<file path="config.mk">
export PLATFORM = sky130hd
export DESIGN_NAME = player_move_sequencer
export DESIGN_NICKNAME = d
export VERILOG_FILES = /design/src/rtl/player_move_sequencer.sv
export SDC_FILE = /design/constraint.sdc
export NUM_CORES = 1
export LEC_CHECK = 0
export BUFFER_PORTS_ARGS = -buffer_cell sky130_fd_sc_hd__buf_4
export CORE_ASPECT_RATIO = 0.7
export CORE_MARGIN = 2
export CORE_UTILIZATION = 25
export CTS_CLUSTER_DIAMETER = 120
export CTS_CLUSTER_SIZE = 16
export DETAILED_ROUTE_END_ITERATION = 8
export REMOVE_ABC_BUFFERS = 1
export SLEW_MARGIN = 20
export SYNTH_ARGS = -nofsm -noshare
export SYNTH_HDL_FRONTEND = slang
export SYNTH_SLANG_ARGS = --single-unit
</file>
<file path="constraint.sdc">
create_clock -name i_Clk -period 4.3 [get_ports i_Clk]
set_clock_uncertainty 0.2 [all_clocks]
set_input_delay 0.43 -clock i_Clk [delete_from_list [all_inputs] [get_ports i_Clk]]
set_output_delay 0.43 -clock i_Clk [all_outputs]
set_load 0.1 [all_outputs]
</file>
<file path="src/rtl/player_move_sequencer.sv">
`default_nettype none
// ============================================================================
// Module      : player_move_sequencer
// Description : Arbitrates direction requests, checks bounds and walls, and
//               performs blanking-confined read-modify-write cycles on the
//               15x20 tile map to move the player tile.
// Revision    : 1.0 - initial release
// ============================================================================
module player_move_sequencer #(
    parameter int         MAP_COLS    = 20,
    parameter int         MAP_ROWS    = 15,
    parameter int         START_X     = 15,
    parameter int         START_Y     = 10,
    parameter logic [2:0] START_UNDER = 3'b000,
    parameter logic [2:0] TILE_PLAYER = 3'b010,
    parameter logic [2:0] TILE_WALL   = 3'b011,
    parameter int         MOVE_PERIOD = 25000000
) (
    input  logic        i_Clk,
    input  logic        i_Reset,
    input  logic        i_Up,
    input  logic        i_Down,
    input  logic        i_Left,
    input  logic        i_Right,
    input  logic        i_VBlank,
    output logic        o_Rd_Req,
    output logic [3:0]  o_Rd_Row,
    input  logic [59:0] i_Rd_Data,
    output logic        o_Wr_En,
    output logic [3:0]  o_Wr_Row,
    output logic [59:0] o_Wr_Data,
    output logic [4:0]  o_Player_X,
    output logic [3:0]  o_Player_Y,
    output logic        o_Busy,
    output logic        o_Blocked,
    output logic [6:0]  o_Move_Count
);

    localparam int              CNT_W    = (MOVE_PERIOD > 1) ? $clog2(MOVE_PERIOD) : 1;
    localparam logic [CNT_W-1:0] C_RELOAD = CNT_W'(MOVE_PERIOD - 1);
    localparam logic [4:0]      C_LAST_X = 5'(MAP_COLS - 1);
    localparam logic [3:0]      C_LAST_Y = 4'(MAP_ROWS - 1);

    typedef enum logic [2:0] {
        S_IDLE   = 3'd0,
        S_RD_DST = 3'd1,
        S_CHK    = 3'd2,
        S_WR_DST = 3'd3,
        S_RD_SRC = 3'd4,
        S_WR_SRC = 3'd5,
        S_DONE   = 3'd6
    } state_t;

    state_t           r_state, w_state;
    logic [4:0]       r_x, w_x, r_tx, w_tx;
    logic [3:0]       r_y, w_y, r_ty, w_ty;
    logic             r_vert, w_vert;
    logic [2:0]       r_under, w_under, r_new_under, w_new_under;
    logic [59:0]      r_row, w_row;
    logic             r_rd_pend, w_rd_pend;
    logic [CNT_W-1:0] r_cool, w_cool;
    logic [6:0]       r_count, w_count;

    logic [2:0]       w_tile;
    logic [59:0]      w_dst_data;
    logic [59:0]      w_src_row;

    // Extract the 3-bit tile of one column from a row word
    function automatic logic [2:0] get_tile(input logic [59:0] row, input logic [4:0] col);
        logic [59:0] shifted;
        shifted = row >> ({1'b0, col} * 6'd3);
        return shifted[2:0];
    endfunction

    // Replace the 3-bit tile of one column inside a row word
    function automatic logic [59:0] set_tile(input logic [59:0] row, input logic [4:0] col,
                                             input logic [2:0] tile);
        logic [5:0] sh;
        sh = {1'b0, col} * 6'd3;
        return (row & ~(60'h7 << sh)) | ({57'd0, tile} << sh);
    endfunction

    assign o_Busy       = (r_state != S_IDLE);
    assign o_Player_X   = r_x;
    assign o_Player_Y   = r_y;
    assign o_Move_Count = r_count;

    // Next-state, datapath and strobe decode for the move sequence
    always_comb begin
        w_state     = r_state;
        w_x         = r_x;
        w_y         = r_y;
        w_tx        = r_tx;
        w_ty        = r_ty;
        w_vert      = r_vert;
        w_under     = r_under;
        w_new_under = r_new_under;
        w_row       = r_row;
        w_rd_pend   = r_rd_pend;
        w_cool      = r_cool;
        w_count     = r_count;
        o_Rd_Req    = 1'b0;
        o_Rd_Row    = 4'd0;
        o_Wr_En     = 1'b0;
        o_Wr_Row    = 4'd0;
        o_Wr_Data   = 60'd0;
        o_Blocked   = 1'b0;
        w_tile      = get_tile(i_Rd_Data, r_tx);
        // Destination row: player placed; a horizontal move also restores the old field
        w_dst_data  = set_tile(r_row, r_tx, TILE_PLAYER);
        if (!r_vert) begin
            w_dst_data = set_tile(w_dst_data, r_x, r_under);
        end
        // Source-row data is only on the bus the cycle after its read
        w_src_row   = r_rd_pend ? i_Rd_Data : r_row;

        case (r_state)
            S_IDLE: begin
                if (r_cool != '0) begin
                    w_cool = r_cool - CNT_W'(1);
                end else if (i_Up || i_Down || i_Left || i_Right) begin
                    w_tx   = r_x;
                    w_ty   = r_y;
                    w_vert = i_Up || i_Down;
                    if (i_Up) begin
                        w_ty = r_y - 4'd1;
                    end else if (i_Down) begin
                        w_ty = r_y + 4'd1;
                    end else if (i_Left) begin
                        w_tx = r_x - 5'd1;
                    end else begin
                        w_tx = r_x + 5'd1;
                    end
                    if ((i_Up && r_y == 4'd0) ||
                        (!i_Up && i_Down && r_y == C_LAST_Y) ||
                        (!i_Up && !i_Down && i_Left && r_x == 5'd0) ||
                        (!i_Up && !i_Down && !i_Left && r_x == C_LAST_X)) begin
                        o_Blocked = 1'b1;
                        w_cool    = C_RELOAD;
                    end else begin
                        w_state = S_RD_DST;
                    end
                end
            end
            S_RD_DST: begin
                if (i_VBlank) begin
                    o_Rd_Req = 1'b1;
                    o_Rd_Row = r_ty;
                    w_state  = S_CHK;
                end
            end
            S_CHK: begin
                if (w_tile == TILE_WALL) begin
                    o_Blocked = 1'b1;
                    w_cool    = C_RELOAD;
                    w_state   = S_IDLE;
                end else begin
                    w_row       = i_Rd_Data;
                    w_new_under = w_tile;
                    w_state     = S_WR_DST;
                end
            end
            S_WR_DST: begin
                if (i_VBlank) begin
                    o_Wr_En   = 1'b1;
                    o_Wr_Row  = r_ty;
                    o_Wr_Data = w_dst_data;
                    w_state   = r_vert ? S_RD_SRC : S_DONE;
                end
            end
            S_RD_SRC: begin
                if (i_VBlank) begin
                    o_Rd_Req  = 1'b1;
                    o_Rd_Row  = r_y;
                    w_rd_pend = 1'b1;
                    w_state   = S_WR_SRC;
                end
            end
            S_WR_SRC: begin
                w_row     = w_src_row;
                w_rd_pend = 1'b0;
                if (i_VBlank) begin
                    o_Wr_En   = 1'b1;
                    o_Wr_Row  = r_y;
                    o_Wr_Data = set_tile(w_src_row, r_x, r_under);
                    w_state   = S_DONE;
                end
            end
            S_DONE: begin
                w_x     = r_tx;
                w_y     = r_ty;
                w_under = r_new_under;
                w_count = (r_count == 7'd99) ? 7'd0 : r_count + 7'd1;
                w_cool  = C_RELOAD;
                w_state = S_IDLE;
            end
            default: begin
                w_state = S_IDLE;
            end
        endcase

        // Reset aborts immediately: no strobe or pulse escapes on the reset edge
        if (i_Reset) begin
            o_Rd_Req  = 1'b0;
            o_Rd_Row  = 4'd0;
            o_Wr_En   = 1'b0;
            o_Wr_Row  = 4'd0;
            o_Wr_Data = 60'd0;
            o_Blocked = 1'b0;
        end
    end

    // State and datapath registers
    always_ff @(posedge i_Clk) begin
        if (i_Reset) begin
            r_state     <= S_IDLE;
            r_x         <= 5'(START_X);
            r_y         <= 4'(START_Y);
            r_tx        <= 5'(START_X);
            r_ty        <= 4'(START_Y);
            r_vert      <= 1'b0;
            r_under     <= START_UNDER;
            r_new_under <= START_UNDER;
            r_row       <= 60'd0;
            r_rd_pend   <= 1'b0;
            r_cool      <= '0;
            r_count     <= 7'd0;
        end else begin
            r_state     <= w_state;
            r_x         <= w_x;
            r_y         <= w_y;
            r_tx        <= w_tx;
            r_ty        <= w_ty;
            r_vert      <= w_vert;
            r_under     <= w_under;
            r_new_under <= w_new_under;
            r_row       <= w_row;
            r_rd_pend   <= w_rd_pend;
            r_cool      <= w_cool;
            r_count     <= w_count;
        end
    end

endmodule
`default_nettype wire

</file>
==> results.toml <==
[cts]
htree_levels = 4
clock-sinks = 121
numCtsBuffers = 17
clock_latency_ns = 0.46
root_buffer = "clkbuf_16"
clock_path_buffers = 2
cts_tree = "built"
path_clk_slew_ns = 0.07

[place]
dpl_cell_area_um2 = 13700
io_buffers = 154
routabilityCongestion = 1.02
dpl.hpwl_mm = 41.3

[floorplanning]
ios = 155
die_h_um = 184
core_area_um2 = 45200
die_w_um = 260
die_area_um2 = 47800
row_count = 65
start_util_pct = 25.5

[pwr]
p_per_area_nw_per_um2 = 546
total_leakage_power_nw = 5.80
seq_power_share_pct = 17.8
switching_share_pct = 47.2
ir_drop_uv = 431
power_frac_comb_pct = 63.3
pwr-share-clk_pct = 19.0
power.internal_mw = 4.33
p_sw_mw = 3.87

[synthesis]
ys_types = 69
async_reset_ff_share_pct = 0
synth_top_area_share_pct = 21.0
syn_area_um2 = 11500
ys_ff_latch = 121
synth_ff_type = "dfxtp_1"
synth.avg_cell_area_um2 = 7.36
synthesis.instances = 1564
synth_top_cell_by_area = "dfxtp_1"
synth-seq-area-share_pct = 21.0
yosysWarnings = 0
synth_edf_count = 0
synth_area_leaders = "dfxtp_1 (21%), mux2i_1 (12%), nand2_1 (8.3%), mux4_2 (7.0%), a21oi_1 (6.7%)"

[sta]
tns_ns = 0
fin_crit_sh_pct = 99.3
fin_crit_ns = 4.27
worst_pin_slew_ns = 0.993
finalHoldViolCount = 0
rsz0062_at_grt = "true"
max_freq_ghz = 0.234
drv_slew = 0
slew_headroom_pct = 33.4
setup_violations = 0

[status]
status = "completed"

[worst_setup_path]
end_kind = "primary output"
path_class = "reg2out"
arrival_ns = 3.64
startpoint_type = "flip-flop"
crit_fanout = 10
cp_data_required_time_ns = 3.67

[cells_and_area]
multiInputGateArea_um2 = 8810
fillCellCount = 4805
layout-drive-gt1-share_pct = 24.5
n_antenna_cell = 0
seqCellArea_um2 = 2430
final_common_cell = "nand2_1"
final_area_um2 = 15000
syn2layout_area_growth_pct = 30.5
nNetsFinal = 1834
mostFrequentLayoutCells = "nand2_1 (254), buf_4 (218), nor2_1 (150), a21oi_1 (136), mux2i_1 (134)"

[global_routing]
grt_pass1_wl_mm = 80.6
grt_overflow_total = 0
antenna_found_initial = 0
grt_pass1_vias = 12500
grt_use_total_pct = 22.5
grt_max_degree = 76

[detailed_routing]
dr.pass1.iters = 5
ant_nets = 0
wl_mm = 55.2
drc_errors = 0
vias = 13800
drt_iter0_markers = 1989
wl_per_cell_um = 23.5
routed_via_density = 5.87

[run]
drv_cap = 0

[worst_hold_path]
holdCritPathClass = "in2reg"
[area by class of cell]
type,count,share of cell area [%]
clock buffers,20,3.04
repair buffers,270,15.5
inverters,25,0.641
clock inverters,11,0.982
well taps,603,5.02
multi-input cells,1301,58.6
flip-flops and latches,121,16.2
[kinds of logic (layout without fill, tap and decap cells)]
family          count (synthesis)  in the layout  synth area share, %
compound gates                501            501                 27.8
xor+xnor                       24             24                 1.83
flops                         121            121                 21.0
simple gates                  570            570                 21.3
fa+ha+maj                      31             31                 3.56
mux                           175            175                 19.2
buf+inv                       142            326                 5.28
[synthesized netlist by cell type, types with 21 or more instances]
cell / count
a22oi_1: 44
a211oi_1: 38
nand3_1: 47
clkbuf_1: 94
ha_1: 28
inv_1: 23
nor3_1: 35
nor2_1: 162
a21oi_1: 153
mux2i_1: 134
o22ai_1: 21
a221o_1: 24
dfxtp_1: 121
o21ai_0: 120
mux4_2: 36
nand2_1: 256
[critical path, stage by stage (launching register included)]
cell,delay (ns)
dfxtp_4,0.38
inv_1,0.12
fa_2,0.75
buf_4,0.18
clkbuf_16,0.15
nor2_1,0.07
buf_4,0.20
a22oi_1,0.20
a211oi_2,0.10
a311o_1,0.40
nand4_1,0.17
o21ai_1,0.09
and3_4,0.21
buf_12,0.16
[metrics by stage]
| stage | setup WS [ns] | power, mW | hold slack [ns] | std cells | util (%) |
|---|---|---|---|---|---|
| after floorplan | -6.16 | 4.07 | 0.226 | 1447 | - |
| after global placement | 0.0794 | 5.85 | 0.256 | 2303 | 30.4 |
| after detailed placement | -0.00325 | 5.89 | 0.261 | 2303 | 30.4 |
| after CTS | -0.0548 | 7.64 | 0.0330 | 2337 | 32.1 |
| after global routing | -0.0421 | 8.57 | 0.0415 | 2351 | 33.2 |
| final | 0.0306 | 8.20 | 0.0472 | 2351 | 33.2 |
[state kept, by name (all words and copies together), names as in the netlist, 3 cells and up]
signal        count
r_row            60
r_cool           25
o_Move_Count      7
o_Player_X        5
r_tx              5
o_Player_Y        4
r_ty              4
r_new_under       3
r_state           3
r_under           3
[final timing paths]
| check | endpoint | slack, ns | from | cells after the start |
|---|---|---|---|---|
| max | o_Blocked | 0.03 | r_tx[1]$_SDFFE_PP1P_ | 13 |
| min | r_row[30]$_SDFFE_PP0P_ | 0.05 | i_Rd_Data[30] | 3 |
| max reg2reg | r_cool[8]$_SDFFE_PP0P_ | 0.40 | r_tx[1]$_SDFFE_PP1P_ | 14 |
| min reg2reg | r_under[1]$_SDFFE_PP0P_ | 0.27 | r_new_under[1]$_SDFFE_PP0P_ | 2 |
[per-layer routing]
layer / wire length [µm] / global-route usage, %
met1: 25100 / 32.7
met2: 22500 / 31.1
met3: 6130 / 6.92
met4: 1520 / 7.09
met5: 0 / 0
[power groups by stage]
stage | registers (mW) | logic, mW | clock network [mW]
final | 1.46 | 5.19 | 1.56
after floorplan | 1.47 | 2.60 | 0
after global routing | 1.48 | 5.47 | 1.62
after global placement | 1.46 | 4.39 | 0
after detailed placement | 1.46 | 4.42 | 0
after CTS | 1.45 | 4.62 | 1.57
[timing repair]
item | CTS | global route
hold buffers | 0 | 0
cloned | 0 | 2
pin swaps | 1 | 13
resized for setup | 36 | 101
setup endpoints to repair | 50 | 61
buffers inserted | 3 | 12
Note: power is estimated with default switching activity, not from simulation.
